$ cat config.mk
export PLATFORM = sky130hd
export DESIGN_NAME = data_mem_arbiter
export DESIGN_NICKNAME = d
export VERILOG_FILES = /design/src/rtl/mem_arb_pkg.sv /design/src/rtl/mem_arb_fsm.sv /design/src/rtl/data_mem_arbiter.sv
export SDC_FILE = /design/constraint.sdc
export NUM_CORES = 1
export LEC_CHECK = 0
export ABC_AREA = 0
export CORE_AREA = 2 2 121 123
export CTS_CLUSTER_DIAMETER = 30
export DETAILED_ROUTE_END_ITERATION = 10
export DIE_AREA = 0 0 123 125
export DONT_BUFFER_PORTS = 1
export PLACE_DENSITY = 0.44
export SLEW_MARGIN = 10
export SYNTH_ARGS = -nofsm -noshare
export SYNTH_HDL_FRONTEND = slang
export SYNTH_HIERARCHICAL = 1
export SYNTH_SLANG_ARGS = --single-unit
$ cat constraint.sdc
create_clock -name clk -period 7 [get_ports clk]
set_input_delay 0 -clock clk [delete_from_list [all_inputs] [get_ports clk]]
set_output_delay 0 -clock clk [all_outputs]
set_load 0.005 [all_outputs]
$ cat src/rtl/mem_arb_pkg.sv
// Shared types and memop encodings for the data_mem arbiter and other data_mem users.
package mem_arb_pkg;

   typedef enum logic [1:0] {
      IDLE = 2'd0,
      OWN0 = 2'd1,
      OWN1 = 2'd2
   } arb_state_t;

   // funct3 encodings as seen by data_mem
   localparam logic [2:0] MEMOP_LB  = 3'b000;
   localparam logic [2:0] MEMOP_LH  = 3'b001;
   localparam logic [2:0] MEMOP_LW  = 3'b010;
   localparam logic [2:0] MEMOP_LBU = 3'b100;
   localparam logic [2:0] MEMOP_LHU = 3'b101;
   localparam logic [2:0] MEMOP_SB  = 3'b000;
   localparam logic [2:0] MEMOP_SH  = 3'b001;
   localparam logic [2:0] MEMOP_SW  = 3'b010;

endpackage

$ cat src/rtl/mem_arb_fsm.sv
// Round-robin grant FSM with a bounded burst length per owner.
// Compiled out when MEM_ARB_FIXED_PRIO_EN is defined.
`ifndef MEM_ARB_FIXED_PRIO_EN
module mem_arb_fsm
   import mem_arb_pkg::*;
#(
   parameter int BURST_MAX = 4
) (
   input  logic clk,
   input  logic rst_n,
   input  logic req0,
   input  logic req1,
   output logic gnt0,
   output logic gnt1
);

   localparam int CNT_W = $clog2(BURST_MAX + 1);
   localparam logic [CNT_W-1:0] CNT_MAX = CNT_W'(BURST_MAX);
   localparam logic [CNT_W-1:0] CNT_ONE = CNT_W'(1);

   arb_state_t       state_q, state_d;
   logic [CNT_W-1:0] burst_cnt_q, burst_cnt_d;
   logic             last_q, last_d;
   logic             under_limit;

   assign under_limit = (burst_cnt_q < CNT_MAX);

   // NOTE: every output of this block gets a default first so no latch is inferred.
   always_comb begin
      gnt0        = 1'b0;
      gnt1        = 1'b0;
      state_d     = IDLE;
      burst_cnt_d = '0;
      last_d      = last_q;

      case (state_q)
         OWN0: begin
            if (req0 && (under_limit || !req1)) gnt0 = 1'b1;
            else if (req1)                      gnt1 = 1'b1;
         end
         OWN1: begin
            if (req1 && (under_limit || !req0)) gnt1 = 1'b1;
            else if (req0)                      gnt0 = 1'b1;
         end
         default: begin
            if (req0 && req1) begin
               gnt0 = last_q;
               gnt1 = !last_q;
            end else begin
               gnt0 = req0;
               gnt1 = req1;
            end
         end
      endcase

      // Grants are suppressed while reset is held, regardless of requests.
      if (!rst_n) begin
         gnt0 = 1'b0;
         gnt1 = 1'b0;
      end

      if (gnt0) begin
         state_d     = OWN0;
         last_d      = 1'b0;
         burst_cnt_d = (state_q != OWN0) ? CNT_ONE :
                       (under_limit ? burst_cnt_q + CNT_ONE : burst_cnt_q);
      end else if (gnt1) begin
         state_d     = OWN1;
         last_d      = 1'b1;
         burst_cnt_d = (state_q != OWN1) ? CNT_ONE :
                       (under_limit ? burst_cnt_q + CNT_ONE : burst_cnt_q);
      end
   end

   // NOTE: state registers use non-blocking assignments only.
   always_ff @(posedge clk or negedge rst_n) begin
      if (!rst_n) begin
         state_q     <= IDLE;
         burst_cnt_q <= '0;
         last_q      <= 1'b1;
      end else begin
         state_q     <= state_d;
         burst_cnt_q <= burst_cnt_d;
         last_q      <= last_d;
      end
   end

endmodule
`endif

$ cat src/rtl/data_mem_arbiter.sv
// Two-port arbiter in front of the single-ported data_mem, with registered load responses.
// Define MEM_ARB_FIXED_PRIO_EN for fixed priority (port 0 > port 1) instead of round-robin.
module data_mem_arbiter
   import mem_arb_pkg::*;
#(
   parameter int ADDRESS_WIDTH = 32,
   parameter int DATA_WIDTH    = 32,
   parameter int BURST_MAX     = 4
) (
   input  logic                     clk,
   input  logic                     rst_n,
   input  logic                     req0,
   input  logic                     req1,
   input  logic                     we0,
   input  logic                     we1,
   input  logic [ADDRESS_WIDTH-1:0] addr0,
   input  logic [ADDRESS_WIDTH-1:0] addr1,
   input  logic [DATA_WIDTH-1:0]    wdata0,
   input  logic [DATA_WIDTH-1:0]    wdata1,
   input  logic [2:0]               memop0,
   input  logic [2:0]               memop1,
   output logic                     gnt0,
   output logic                     gnt1,
   output logic                     rvalid0,
   output logic                     rvalid1,
   output logic [DATA_WIDTH-1:0]    rdata0,
   output logic [DATA_WIDTH-1:0]    rdata1,
   output logic [ADDRESS_WIDTH-1:0] mem_a,
   output logic                     mem_we,
   output logic [DATA_WIDTH-1:0]    mem_writedata,
   output logic [2:0]               mem_memop,
   input  logic [DATA_WIDTH-1:0]    mem_readdata
);

   logic                  rvalid0_q, rvalid1_q;
   logic [DATA_WIDTH-1:0] rdata0_q, rdata1_q;
   logic                  load0, load1;

`ifdef MEM_ARB_FIXED_PRIO_EN
   assign gnt0 = rst_n && req0;
   assign gnt1 = rst_n && req1 && !req0;
`else
   mem_arb_fsm #(
      .BURST_MAX (BURST_MAX)
   ) u_fsm (
      .clk   (clk),
      .rst_n (rst_n),
      .req0  (req0),
      .req1  (req1),
      .gnt0  (gnt0),
      .gnt1  (gnt1)
   );
`endif

   always_comb begin
      mem_a         = '0;
      mem_we        = 1'b0;
      mem_writedata = '0;
      mem_memop     = MEMOP_LW;
      if (gnt0) begin
         mem_a         = addr0;
         mem_we        = we0;
         mem_writedata = wdata0;
         mem_memop     = memop0;
      end else if (gnt1) begin
         mem_a         = addr1;
         mem_we        = we1;
         mem_writedata = wdata1;
         mem_memop     = memop1;
      end
      if (!rst_n) mem_we = 1'b0;
   end

   assign load0 = gnt0 && !we0;
   assign load1 = gnt1 && !we1;

   // NOTE: rdata registers are reset because they are plain output flops, not a memory array.
   always_ff @(posedge clk or negedge rst_n) begin
      if (!rst_n) begin
         rvalid0_q <= 1'b0;
         rvalid1_q <= 1'b0;
         rdata0_q  <= '0;
         rdata1_q  <= '0;
      end else begin
         rvalid0_q <= load0;
         rvalid1_q <= load1;
         if (load0) rdata0_q <= mem_readdata;
         if (load1) rdata1_q <= mem_readdata;
      end
   end

   assign rvalid0 = rvalid0_q;
   assign rvalid1 = rvalid1_q;
   assign rdata0  = rdata0_q;
   assign rdata1  = rdata1_q;

endmodule

After elaboration in Yosys (flattened, before gate mapping)
Cells that the tools add are included.
{"block": "totals", "input_bits": 172, "ff_bits": 72, "word_cells": 56}
{"block": "op_classes", "eq_ne": 4, "addsub": 1, "order_cmp": 1, "n_reduce_logical": 13, "muxes": 30}
{"op": "$mux W32", "count": 4}
{"op": "$mux W3", "count": 7}
{"op": "$mux W1", "count": 15}
{"op": "$logic_and A1 B1 Y1", "count": 5}
{"op": "$logic_not A1 Y1", "count": 5}
{"op": "$mux W2", "count": 2}
{"op": "$pmux W1 S2", "count": 2}
{"op": "$add A3 B1 Y3 const B", "count": 1}
{"op": "$lt A3 B3 Y1 const B", "count": 1}
{"op": "$eq A2 B1 Y1 const B", "count": 1}
{"op": "$eq A2 B2 Y1 const B", "count": 1}
{"op": "$logic_or A1 B1 Y1", "count": 2}
{"op": "$ne A2 B1 Y1 const B", "count": 1}
{"op": "$ne A2 B2 Y1 const B", "count": 1}
{"op": "$reduce_bool A2 Y1", "count": 1}

Longest topological paths before layout
Gate-level depths: netlist of run 1.
{"block": "depth", "ltp_word": 9, "ltp_mapped": 10}

Hierarchy
Netlist of run 1, hierarchy kept.
{"mod": "data_mem_arbiter", "area_per_inst_um2": 3271.9, "n_inst": 1, "cells_per_inst": 230}
{"mod": "mem_arb_fsm", "area_per_inst_um2": 411.6, "n_inst": 1, "cells_per_inst": 41}

Worst setup path after synthesis of run 1
OpenSTA, ideal clock, no wires.
{"block": "synth_path", "path_type": "reg-to-reg", "from": "register u_fsm.state_q[0]", "to": "register rdata0_q[0], in the netlist rdata0[0]", "setup_slack_ns": 4.764, "setup_time_ns": 0.125, "stages_incl_launch_ff": 11, "synth_period_minus_slack_ns": 2.236, "path_buffers": 3, "arrival_ns": 2.111, "cell_sequence": "dfrtp_1 inv_1 ha_1 nor4b_4 a31oi_2 and3_1 buf_6 nor2b_4 buf_6 buf_6 mux2_4"}
{"block": "synth_between", "elab_chain_len": 4, "word_cells_on_any_way": 5, "cone_classes": "eq/ne: 2; mux: 2; reduce/logical: 1"}
{"item": "from (decl)", "line_no": "mem_arb_fsm.sv:21", "rtl": "arb_state_t state_q, state_d;"}
{"item": "from (signal assigned)", "line_no": "mem_arb_fsm.sv:82", "rtl": "state_q <= state_d;"}
{"item": "$eq A2 B2 Y1 / $eq A2 B1 Y1 (equally long branches)", "line_no": "mem_arb_fsm.sv:36", "rtl": "case (state_q)"}
{"item": "$pmux W1 S2 *", "line_no": "mem_arb_fsm.sv:36"}
{"item": "$mux W1 *", "line_no": "mem_arb_fsm.sv:57", "rtl": "if (!rst_n) begin"}
{"item": "named net gnt0", "line_no": "data_mem_arbiter.sv:22", "rtl": "output logic gnt0,"}
{"item": "$logic_and A1 B1 Y1 *", "line_no": "data_mem_arbiter.sv:74", "rtl": "assign load0 = gnt0 && !we0;"}
{"item": "to (signal assigned)", "line_no": "data_mem_arbiter.sv:87", "rtl": "if (load0) rdata0_q <= mem_readdata;"}
{"item": "to (decl)", "line_no": "data_mem_arbiter.sv:36", "rtl": "logic [DATA_WIDTH-1:0] rdata0_q, rdata1_q;"}
Mark *: on every way through the listed nets, which the timed path passes. The rest lies on a longest branch.
A chain may end at the register's enable or synchronous reset.

Worst setup path in the final report of run 1
{"block": "layout_path", "from": "register u_fsm.state_q[0]", "to": "output port mem_writedata[18]"}
{"block": "layout_between", "elab_chain_len": 5, "word_cells_on_any_way": 8, "cone_classes": "eq/ne: 2; mux: 6"}
{"item": "$eq A2 B2 Y1 / $eq A2 B1 Y1 (equally long branches)", "line_no": "mem_arb_fsm.sv:36"}
{"item": "$pmux W1 S2", "line_no": "mem_arb_fsm.sv:36"}
{"item": "$mux W1", "line_no": "mem_arb_fsm.sv:57"}
{"item": "$mux W32", "line_no": "data_mem_arbiter.sv:65", "rtl": "end else if (gnt1) begin"}
{"item": "$mux W32 *", "line_no": "data_mem_arbiter.sv:60", "rtl": "if (gnt0) begin"}
{"item": "to (decl)", "line_no": "data_mem_arbiter.sv:30", "rtl": "output logic [DATA_WIDTH-1:0] mem_writedata,"}
Every way passes the cells marked *; elsewhere a longest branch is shown, timed or not.

==> results of run 1 <==
[worst max-delay path by stage]
stage | end | depth (start not counted)
6_report | mem_writedata[18] | 9
5_1_grt | mem_writedata[22] | 9
4_1_cts | mem_a[5] | 8
3_5_place_dp | rdata0[20] | 9
3_3_place_gp | rdata0[20] | 9
2_1_floorplan | rdata0[0] | 10
[registers in the layout (all words and copies together), names as in the netlist]
signal / count
u_fsm/burst_cnt_q: 3
u_fsm/state_q: 2
rdata0: 32
rdata1: 32
u_fsm/last_q: 1
rvalid0: 1
rvalid1: 1
[layout by cell type (no fill, tap or decap), types with 2 or more instances in the layout]
cell type	instances
dfrtp_1	71
a22o_1	66
mux2_1	35
dlygate4sd3_1	33
mux2_4	29
clkbuf_16	9
inv_1	7
a21oi_1	5
nand2_1	4
ha_1	3
nor2b_4	2
clkinvlp_4	2
buf_16	2
buf_4	2
nand4_1	2
nor2_1	2
[metrics by stage]
step	std cells	cell area (µm²)	power (mW)	utilization	hold WS, ns
finish	483	4450	1.69	0.314	0.0292
CTS	482	4430	1.71	0.312	0.00644
global route	483	4450	1.80	0.314	0.0478
detailed placement	433	3780	1.22	0.266	-0.294
floorplan	271	3680	1.11	-	-0.296
global placement	433	3780	1.21	0.266	-0.294
[cell families (layout without fill, tap and decap cells)]
family                     count (synthesis)  in the layout  synth area share
AOI/OAI and AO/OA                         81             81             0.187
buffers and inverters                     32             60            0.0513
muxes                                     65             65             0.228
adders and majority gates                  3              3            0.0102
xor gates and xnor gates                   1              1           0.00238
DFF                                       72             72             0.489
and+or+nand+nor                           17             17            0.0319
[synth_stat cells (all sizes together) (3+ instances only)]
master,n,area share
clkbuf,7,0.0071
a21oi,5,0.0068
dfrtp,71,0.48
mux2,64,0.23
inv,8,0.0082
nand2,4,0.0041
ha,3,0.010
buf,17,0.036
a22o,66,0.16
[where the power goes]
group,switching [mW],leakage [nW],internal (mW)
registers,0.164,0.870,0.615
clock network,0.173,0.135,0.274
logic,0.204,0.901,0.264
[routing by layer]
layer  routed length [µm]  part of all wire
met1                 4280              0.37
met2                 5380              0.47
met3                 1420              0.12
met4                  364             0.032
met5                   13            0.0011
[critical path, delay by kind of cell (launching register included)]
| kind | cells | cell delay [ns] |
|---|---|---|
| buffers and inverters | 3 | 0.62 |
| AND/OR/NAND/NOR | 3 | 1.18 |
| AO/OA/AOI/OAI | 2 | 0.40 |
| flip-flops | 1 | 0.34 |
| adder cells (fa/ha/maj) | 1 | 0.37 |
[final cells by class]
type / count / share of cell area
flip-flops and latches: 72 / 0.405
multi-input cells: 167 / 0.382
clock buffers: 10 / 0.0514
clock inverters: 5 / 0.0132
inverters: 8 / 0.00674
repair buffers: 37 / 0.0899
well taps: 184 / 0.0517
[timing repair]
| action | CTS | global route |
|---|---|---|
| hold buffers | 34 | 0 |
| buffers inserted | 0 | 0 |
| endpoints found under the hold margin | 139 | 0 |
==> results.py, run 1 <==
metrics = {
    "timing": {
        "min_period_ns": 3.28,
        "fin_ws_ns": 3.72,
        "tightest_slew_ns": 0.961,
        "finalCritPeriodShare": 0.469,
        "setup_viol": 0,
        "finalSetupTns_ns": 0,
        "hold_viol": 0,
        "drv_slew": 0,
        "relSlewSlack": 0.359,
        "grt_setup_unrepaired": "false",
        "fmax_mhz": 305,
        "skew_ns": 0.00719,
    },
    "die": {
        "start_util": 0.259,
        "io_pins": 308,
        "core_um2": 14200,
        "die-area_um2": 15400,
        "die_h_um": 125,
        "dieWidth_um": 123,
        "fp-row-count": 44,
    },
    "grt": {
        "track_usage": 0.138,
        "grt_pass1_vias": 2510,
        "grt_max_degree": 76,
        "met1_usage": 0.163,
        "grt.busiest_layer": "met2",
        "grt_pass1_wl_um": 15700,
        "overflow": 0,
        "use_met3": 0.0570,
        "gr-usage-met2": 0.217,
        "grt_antenna_before_repair": 1,
    },
    "place": {
        "dp_slack_ns": 3.77,
        "gp_congestion": 0.880,
        "hpwl_um": 8480,
        "numPortBuffers": 0,
    },
    "power_and_ir_drop": {
        "power.density_nw_per_um2": 380,
        "p_leak_nw": 1.91,
        "ir_drop_uv": 131,
    },
    "routing": {
        "wl_per_cell_um": 23.7,
        "drt_iter0_markers": 145,
        "drtPass1Iterations": 4,
        "drc_errors": 0,
        "vias": 2507,
        "vias_per_cell": 5.19,
        "final_antenna_net_count": 0,
        "routed_wl_um": 11500,
    },
    "synth": {
        "async_reset_ff_frac": 1.00,
        "synth-edff-count": 0,
        "synth-main-ff-cell": "dfrtp_1",
        "synth_seq_area_share": 0.489,
        "syn_avg_cell_area_um2": 13.6,
        "synth_nets": 446,
        "syn_inst": 271,
        "ys_types": 35,
        "netlist_area_um2": 3680,
        "ys_ff_latch": 72,
        "yosysWarnings": 6,
    },
    "final_layout": {
        "nets": 470,
        "fillers": 1405,
        "drive_above_1_share": 0.184,
        "regArea_um2": 1800,
        "syn_to_final_growth_pct": 20.9,
        "multiInputGateArea_um2": 1700,
        "antenna_cells": 0,
    },
    "critical_path": {
        "worstSetupStartpoint": "u_fsm/state_q[0]",
        "worstPathCellList": "inv_1, ha_1, nor4b_4, a31oi_2, and3_2, buf_4, nor2b_4, buf_16, a22o_1",
        "critPathArrivalTime_ns": 3.28,
        "crit_path_top_delay_cell": "nor2b_4",
        "cp_max_fo": 75,
        "rr_worst_depth": 9,
        "cp-end-kind": "primary output",
        "slowest_delay_ns": 0.67,
        "rr_startpoint": "u_fsm/state_q[1]",
        "r2r_end": "rdata0[20]",
        "crit_type": "flip-flop to primary output",
        "rrSetupSlack_ns": 3.79,
        "critPathLaunchType": "flip-flop",
        "required_ns": 7.00,
    },
    "clock_tree": {
        "ctsLongestPathBuffers": 2,
        "tritoncts": "done",
        "path_clk_slew_ns": 0.06,
        "cts_max_level": 3,
        "numCtsBuffers": 9,
        "clock-sinks": 72,
        "cts-resized-gates": 0,
        "clk_latency_ns": 0.33,
        "cts_root_buf": "clkbuf_16",
    },
    "flow_run": {
        "maxCapViolCount": 0,
    },
    "min_path": {
        "worstHoldPathCells": 3,
        "hold_start": "req1",
        "hold_path_end": "u_fsm/burst_cnt_q[1]",
        "min_path_type": "input pin to flip-flop",
    },
    "outcome": {
        "status": "finished clean",
    },
}
No activity file was read; power rests on OpenSTA's default activity.
==> inputs of run 2 (changes only) <==
Settings changed: ABC_AREA 0 to 1, CORE_AREA 2 2 121 123 to unset, CORE_MARGIN set to 2, CORE_UTILIZATION set to 30, DIE_AREA 0 0 123 125 to unset, PLACE_DENSITY 0.44 to 0.48.
Clock period 7 ns to 3.32 ns, I/O delays scaled along.
==> results.py, run 2 <==
metrics = {
    "outcome": {
        "status": "finished clean",
    },
    "grt": {
        "grt_max_degree": 78,
        "grt_antenna_before_repair": 0,
        "grt_pass1_vias": 3503,
        "track_usage": 0.169,
        "overflow": 0,
        "grt_pass1_wl_um": 19000,
    },
    "routing": {
        "wl_per_cell_um": 16.5,
        "routed_wl_um": 12800,
        "vias_per_cell": 4.84,
        "final_antenna_net_count": 0,
        "drtPass1Iterations": 5,
        "vias": 3738,
        "drt_iter0_markers": 213,
        "drc_errors": 0,
    },
    "die": {
        "start_util": 0.310,
        "io_pins": 308,
        "die-area_um2": 14700,
        "die_h_um": 121,
        "core_um2": 13300,
        "dieWidth_um": 121,
        "fp-row-count": 42,
    },
    "critical_path": {
        "cp_max_fo": 33,
        "crit_type": "flip-flop to flip-flop",
        "cp-end-kind": "flip-flop",
        "required_ns": 3.59,
        "critPathArrivalTime_ns": 3.05,
        "critPathLaunchType": "flip-flop",
    },
    "place": {
        "gp_congestion": 0.785,
        "numPortBuffers": 0,
        "dp_slack_ns": 0.947,
        "hpwl_um": 9110,
        "placed_area_um2": 4090,
    },
    "clock_tree": {
        "cts_setup_buffers": 0,
        "tritoncts": "done",
        "clk_latency_ns": 0.33,
        "clock-sinks": 72,
        "holdBufCountCts": 45,
        "cts-resized-gates": 0,
        "ctsLongestPathBuffers": 2,
        "cts_root_buf": "clkbuf_16",
        "cts_max_level": 3,
        "path_clk_slew_ns": 0.06,
        "numCtsBuffers": 9,
    },
    "timing": {
        "grt_setup_unrepaired": "false",
        "fin_hold_ws_ns": 0.0230,
        "relSlewSlack": 0.458,
        "min_period_ns": 2.78,
        "finalCritPeriodShare": 0.836,
        "skew_ns": 0.00751,
        "fmax_mhz": 360,
        "fin_ws_ns": 0.544,
        "hold_viol": 0,
        "drv_slew": 0,
        "setup_viol": 0,
        "finalSetupTns_ns": 0,
        "tightest_slew_ns": 0.811,
    },
    "min_path": {
        "min_path_type": "input pin to flip-flop",
    },
    "synth": {
        "ys_ff_latch": 72,
        "syn_inst": 567,
        "ys_types": 24,
        "yosysTopAreaCell": "dfrtp_1",
        "synth_seq_area_share": 0.438,
        "synth_most_common_cell": "nand2_1",
        "synth-edff-count": 0,
        "synth.top_cell.area_share": 0.432,
        "syn_avg_cell_area_um2": 7.26,
        "synth_area_leaders": "dfrtp_1 (43%), nand2_1 (32%), nand3_1 (5.8%)",
        "netlist_area_um2": 4120,
        "yosysWarnings": 6,
        "synth_nets": 742,
        "synth_commonest_cells": "nand2_1 (347), dfrtp_1 (71), nand3_1 (48)",
        "async_reset_ff_frac": 1.00,
        "synth-main-ff-cell": "dfrtp_1",
    },
    "power_and_ir_drop": {
        "swShare": 0.421,
        "comb_power_share": 0.362,
        "ir_drop_uv": 385,
        "power.density_nw_per_um2": 849,
        "p_switching_mw": 1.74,
        "p_leak_nw": 2.58,
        "clockPowerShare": 0.246,
        "total_power_mw": 4.14,
        "cell_internal_pwr_mw": 2.39,
        "p_seq_frac": 0.392,
    },
    "final_layout": {
        "stdcell_area_um2": 4870,
        "drive_above_1_share": 0.0938,
        "antenna_cells": 0,
        "nets": 767,
        "layout_commonest_cell": "nand2_1",
        "syn_to_final_growth_pct": 18.4,
        "mostFrequentLayoutCells": "nand2_1 (347), dfrtp_1 (71), nand3_1 (48), dlygate4sd3_1 (44), nand3_2 (21)",
    },
    "flow_run": {
        "maxCapViolCount": 0,
    },
}
[run 2: cells by family after synthesis]
logic type | share of synthesized area
simple gates | 0.458
flops | 0.438
buf+inv | 0.0833
compound gates | 0.00912
fa+ha+maj | 0.00912
xor+xnor | 0.00213
[run 2: final cells by class]
cell class / instances / area [µm²]
Clock buffer: 10 / 229
Clock inverter: 6 / 83.8
Fill cell: 1378 / 8420
Inverter: 16 / 67.6
Multi-Input combinational cell: 444 / 1970
Sequential cell: 72 / 1800
Tap cell: 176 / 220
Timing Repair Buffer: 49 / 498
[run 2: path summary, 6_finish.rpt]
check | start | endpoint | slack (ns) | depth (start not counted)
max | u_fsm/state_q[0] | rdata1[19] | 0.54 | 13
min | req0 | u_fsm/state_q[0] | 0.02 | 4
max reg2reg | u_fsm/state_q[0] | rdata1[19] | 0.54 | 13
min reg2reg | u_fsm/last_q | u_fsm/last_q | 0.47 | 2
max in group asynchronous | rst_n | u_fsm/last_q | 2.76 | 2
min in group asynchronous | rst_n | rvalid0 | 0.22 | 2
[run 2: metrics by stage]
stage / util / instances
4_1_cts: 0.366 / 773
3_5_place_dp: 0.308 / 712
6_report: 0.366 / 773
2_1_floorplan: - / 567
3_3_place_gp: 0.308 / 712
5_1_grt: 0.366 / 773
[run 2: metal layers]
metal / up-vias / track usage / wire (µm)
met1: 1722 / 0.189 / 4730
li1: 1805 / - / -
met3: 18 / 0.0616 / 1290
met4: 0 / 0.0661 / 268
met5: - / 0 / 0
met2: 193 / 0.290 / 6490
[run 2: power groups by stage]
stage / registers [mW] / logic, mW / clock network [mW]
3_5_place_dp: 1.63 / 1.45 / 0
4_1_cts: 1.63 / 1.52 / 1.04
5_1_grt: 1.67 / 1.74 / 1.08
2_1_floorplan: 1.51 / 1.34 / 0
6_report: 1.62 / 1.50 / 1.02
3_3_place_gp: 1.65 / 1.40 / 0
[run 2: critical path, cell delays in order, from the launching register on]
cell and delay [ns]:
dfrtp_1 0.35, inv_1 0.05, ha_1 0.26, inv_1 0.06, a21oi_1 0.20, nand2_1 0.10
nand2_2 0.12, nand2_2 0.08, inv_2 0.08, inv_2 0.05, nor2_4 0.60, nand2_1 0.10
dlygate4sd3_1 0.59, nand2_1 0.06
==> inputs of run 3 (changes only) <==
Settings changed: ABC_AREA 1 to 0, CORE_AREA set to 2 2 121 123, CORE_MARGIN 2 to unset, CORE_UTILIZATION 30 to unset, DIE_AREA set to 0 0 123 125, PLACE_DENSITY 0.48 to 0.45.
Clock period 3.32 ns to 2.5 ns, I/O delays scaled along.
==> results.py, run 3 (same netlist as run 1, synthesis figures left out) <==
metrics = {
    "outcome": {
        "status": "finished clean",
    },
    "final_layout": {
        "stdcell_area_um2": 4770,
        "syn_to_final_growth_pct": 29.6,
        "nets": 485,
        "mostFrequentLayoutCells": "dfrtp_1 (71), a22o_1 (63), mux2_1 (35), dlygate4sd3_1 (35), mux2_4 (29)",
        "drive_above_1_share": 0.244,
        "layout_commonest_cell": "dfrtp_1",
        "fillers": 1392,
    },
    "critical_path": {
        "rr_worst_depth": 8,
        "cp-end-kind": "primary output",
        "rr_startpoint": "u_fsm/state_q[0]",
        "required_ns": 2.50,
        "r2r_end": "rdata0[7]",
        "crit_type": "flip-flop to primary output",
        "critPathArrivalTime_ns": 2.43,
        "rrSetupSlack_ns": 0.30,
        "cp_max_fo": 8,
        "critPathLaunchType": "flip-flop",
    },
    "routing": {
        "final_antenna_net_count": 0,
        "vias_per_cell": 5.47,
        "wl_met1_um": 4910,
        "routed_wl_um": 13200,
        "wl_met3_um": 1860,
        "dr_wl_met2_um": 5970,
        "vias": 2746,
        "top_layer": "met5",
        "wl_per_cell_um": 26.2,
        "drc_errors": 0,
        "drtPass1Iterations": 4,
        "drt_iter0_markers": 185,
    },
    "grt": {
        "grt_pass1_wl_um": 16700,
        "overflow": 0,
        "grt_pass1_vias": 2573,
        "grt_antenna_before_repair": 10,
        "grt_max_degree": 76,
        "track_usage": 0.150,
    },
    "die": {
        "start_util": 0.259,
        "die_h_um": 125,
        "dieWidth_um": 123,
        "die-area_um2": 15400,
        "fp-row-count": 44,
        "core_um2": 14200,
        "io_pins": 308,
    },
    "min_path": {
        "worstHoldPathCells": 2,
        "hold_start": "req0",
        "min_path_type": "input pin to flip-flop",
        "hold_path_end": "u_fsm/state_q[0]",
    },
    "clock_tree": {
        "clk_latency_ns": 0.32,
        "clock-sinks": 72,
        "numCtsBuffers": 9,
        "tritoncts": "done",
        "cts_root_buf": "clkbuf_16",
        "path_clk_slew_ns": 0.06,
        "cts_max_level": 3,
        "ctsLongestPathBuffers": 2,
    },
    "power_and_ir_drop": {
        "power.density_nw_per_um2": 1030,
        "ir_drop_uv": 264,
        "p_leak_nw": 2.05,
    },
    "timing": {
        "relSlewSlack": 0.757,
        "setup_viol": 0,
        "fin_ws_ns": 0.0686,
        "drv_slew": 0,
        "finalSetupTns_ns": 0,
        "hold_viol": 0,
        "finalCritPeriodShare": 0.973,
        "grt_setup_unrepaired": "true",
        "tightest_slew_ns": 0.365,
        "min_period_ns": 2.43,
        "fmax_mhz": 411,
        "skew_ns": 0.00767,
    },
    "flow_run": {
        "maxCapViolCount": 0,
    },
    "place": {
        "hpwl_um": 9360,
        "gp_congestion": 1.14,
        "dp_slack_ns": 0.222,
        "numPortBuffers": 0,
        "placed_area_um2": 3890,
    },
}
## run 3: timing repair
| item | CTS | global route |
|---|---|---|
| hold endpoints to repair | 142 | 2 |
| cloned | 0 | 6 |
| hold buffers | 35 | 1 |
| gates resized for setup | 4 | 14 |
| setup endpoints to repair | 34 | 67 |
| buffers inserted | 0 | 2 |
| pin swaps | 0 | 8 |
## run 3: worst max path at each step
stage | startpoint | end
after floorplan | u_fsm/state_q[0] | rdata0[0]
after global placement | u_fsm/state_q[1] | rdata0[18]
after detailed placement | u_fsm/state_q[0] | rdata0[18]
after CTS | u_fsm/state_q[0] | mem_a[14]
after global routing | u_fsm/state_q[1] | mem_a[29]
final | u_fsm/state_q[1] | mem_a[27]
## run 3: per-stage QoR
stage	total power, mW	utilization	hold slack [ns]	cells
after floorplan	3.10	-	-0.296	271
after global placement	3.41	0.274	-0.294	439
after detailed placement	3.45	0.274	-0.294	439
after CTS	4.80	0.321	0.0000676	490
after global routing	5.16	0.336	0.0276	499
final	4.90	0.336	0.0350	502
## run 3: area by class of cell
class | instances | area, µm² | share of cell area
sequential | 72 | 1800 | 0.378
multi-input combinational | 167 | 1770 | 0.370
timing repair buffer | 52 | 653 | 0.137
clock buffer | 12 | 256 | 0.0537
tap | 184 | 230 | 0.0482
inverter | 8 | 30.0 | 0.00629
clock inverter | 4 | 27.5 | 0.00577
antenna | 3 | 7.51 | 0.00157
## run 3: where the power goes
part,internal (mW),total (mW),switching [mW]
sequential,1.72,2.19,0.471
clock,0.728,1.21,0.483
combinational,0.876,1.49,0.616
total,3.33,4.90,1.57
## run 3: critical path, cell delays in order, from the launching register on
cell and delay [ns]:
dfrtp_1 0.41, inv_2 0.06, ha_4 0.18, a21boi_1 0.13, o31a_1 0.34, and3_4 0.21, buf_6 0.13, nor2b_4 0.16
buf_12 0.17, clkbuf_16 0.16, a22o_1 0.15
## run 3: routing by layer
metal  track usage  vias up
li1              -     1110
met1         0.175     1368
met2         0.211      222
met3         0.103       34
met4        0.0695       12
met5             0        -
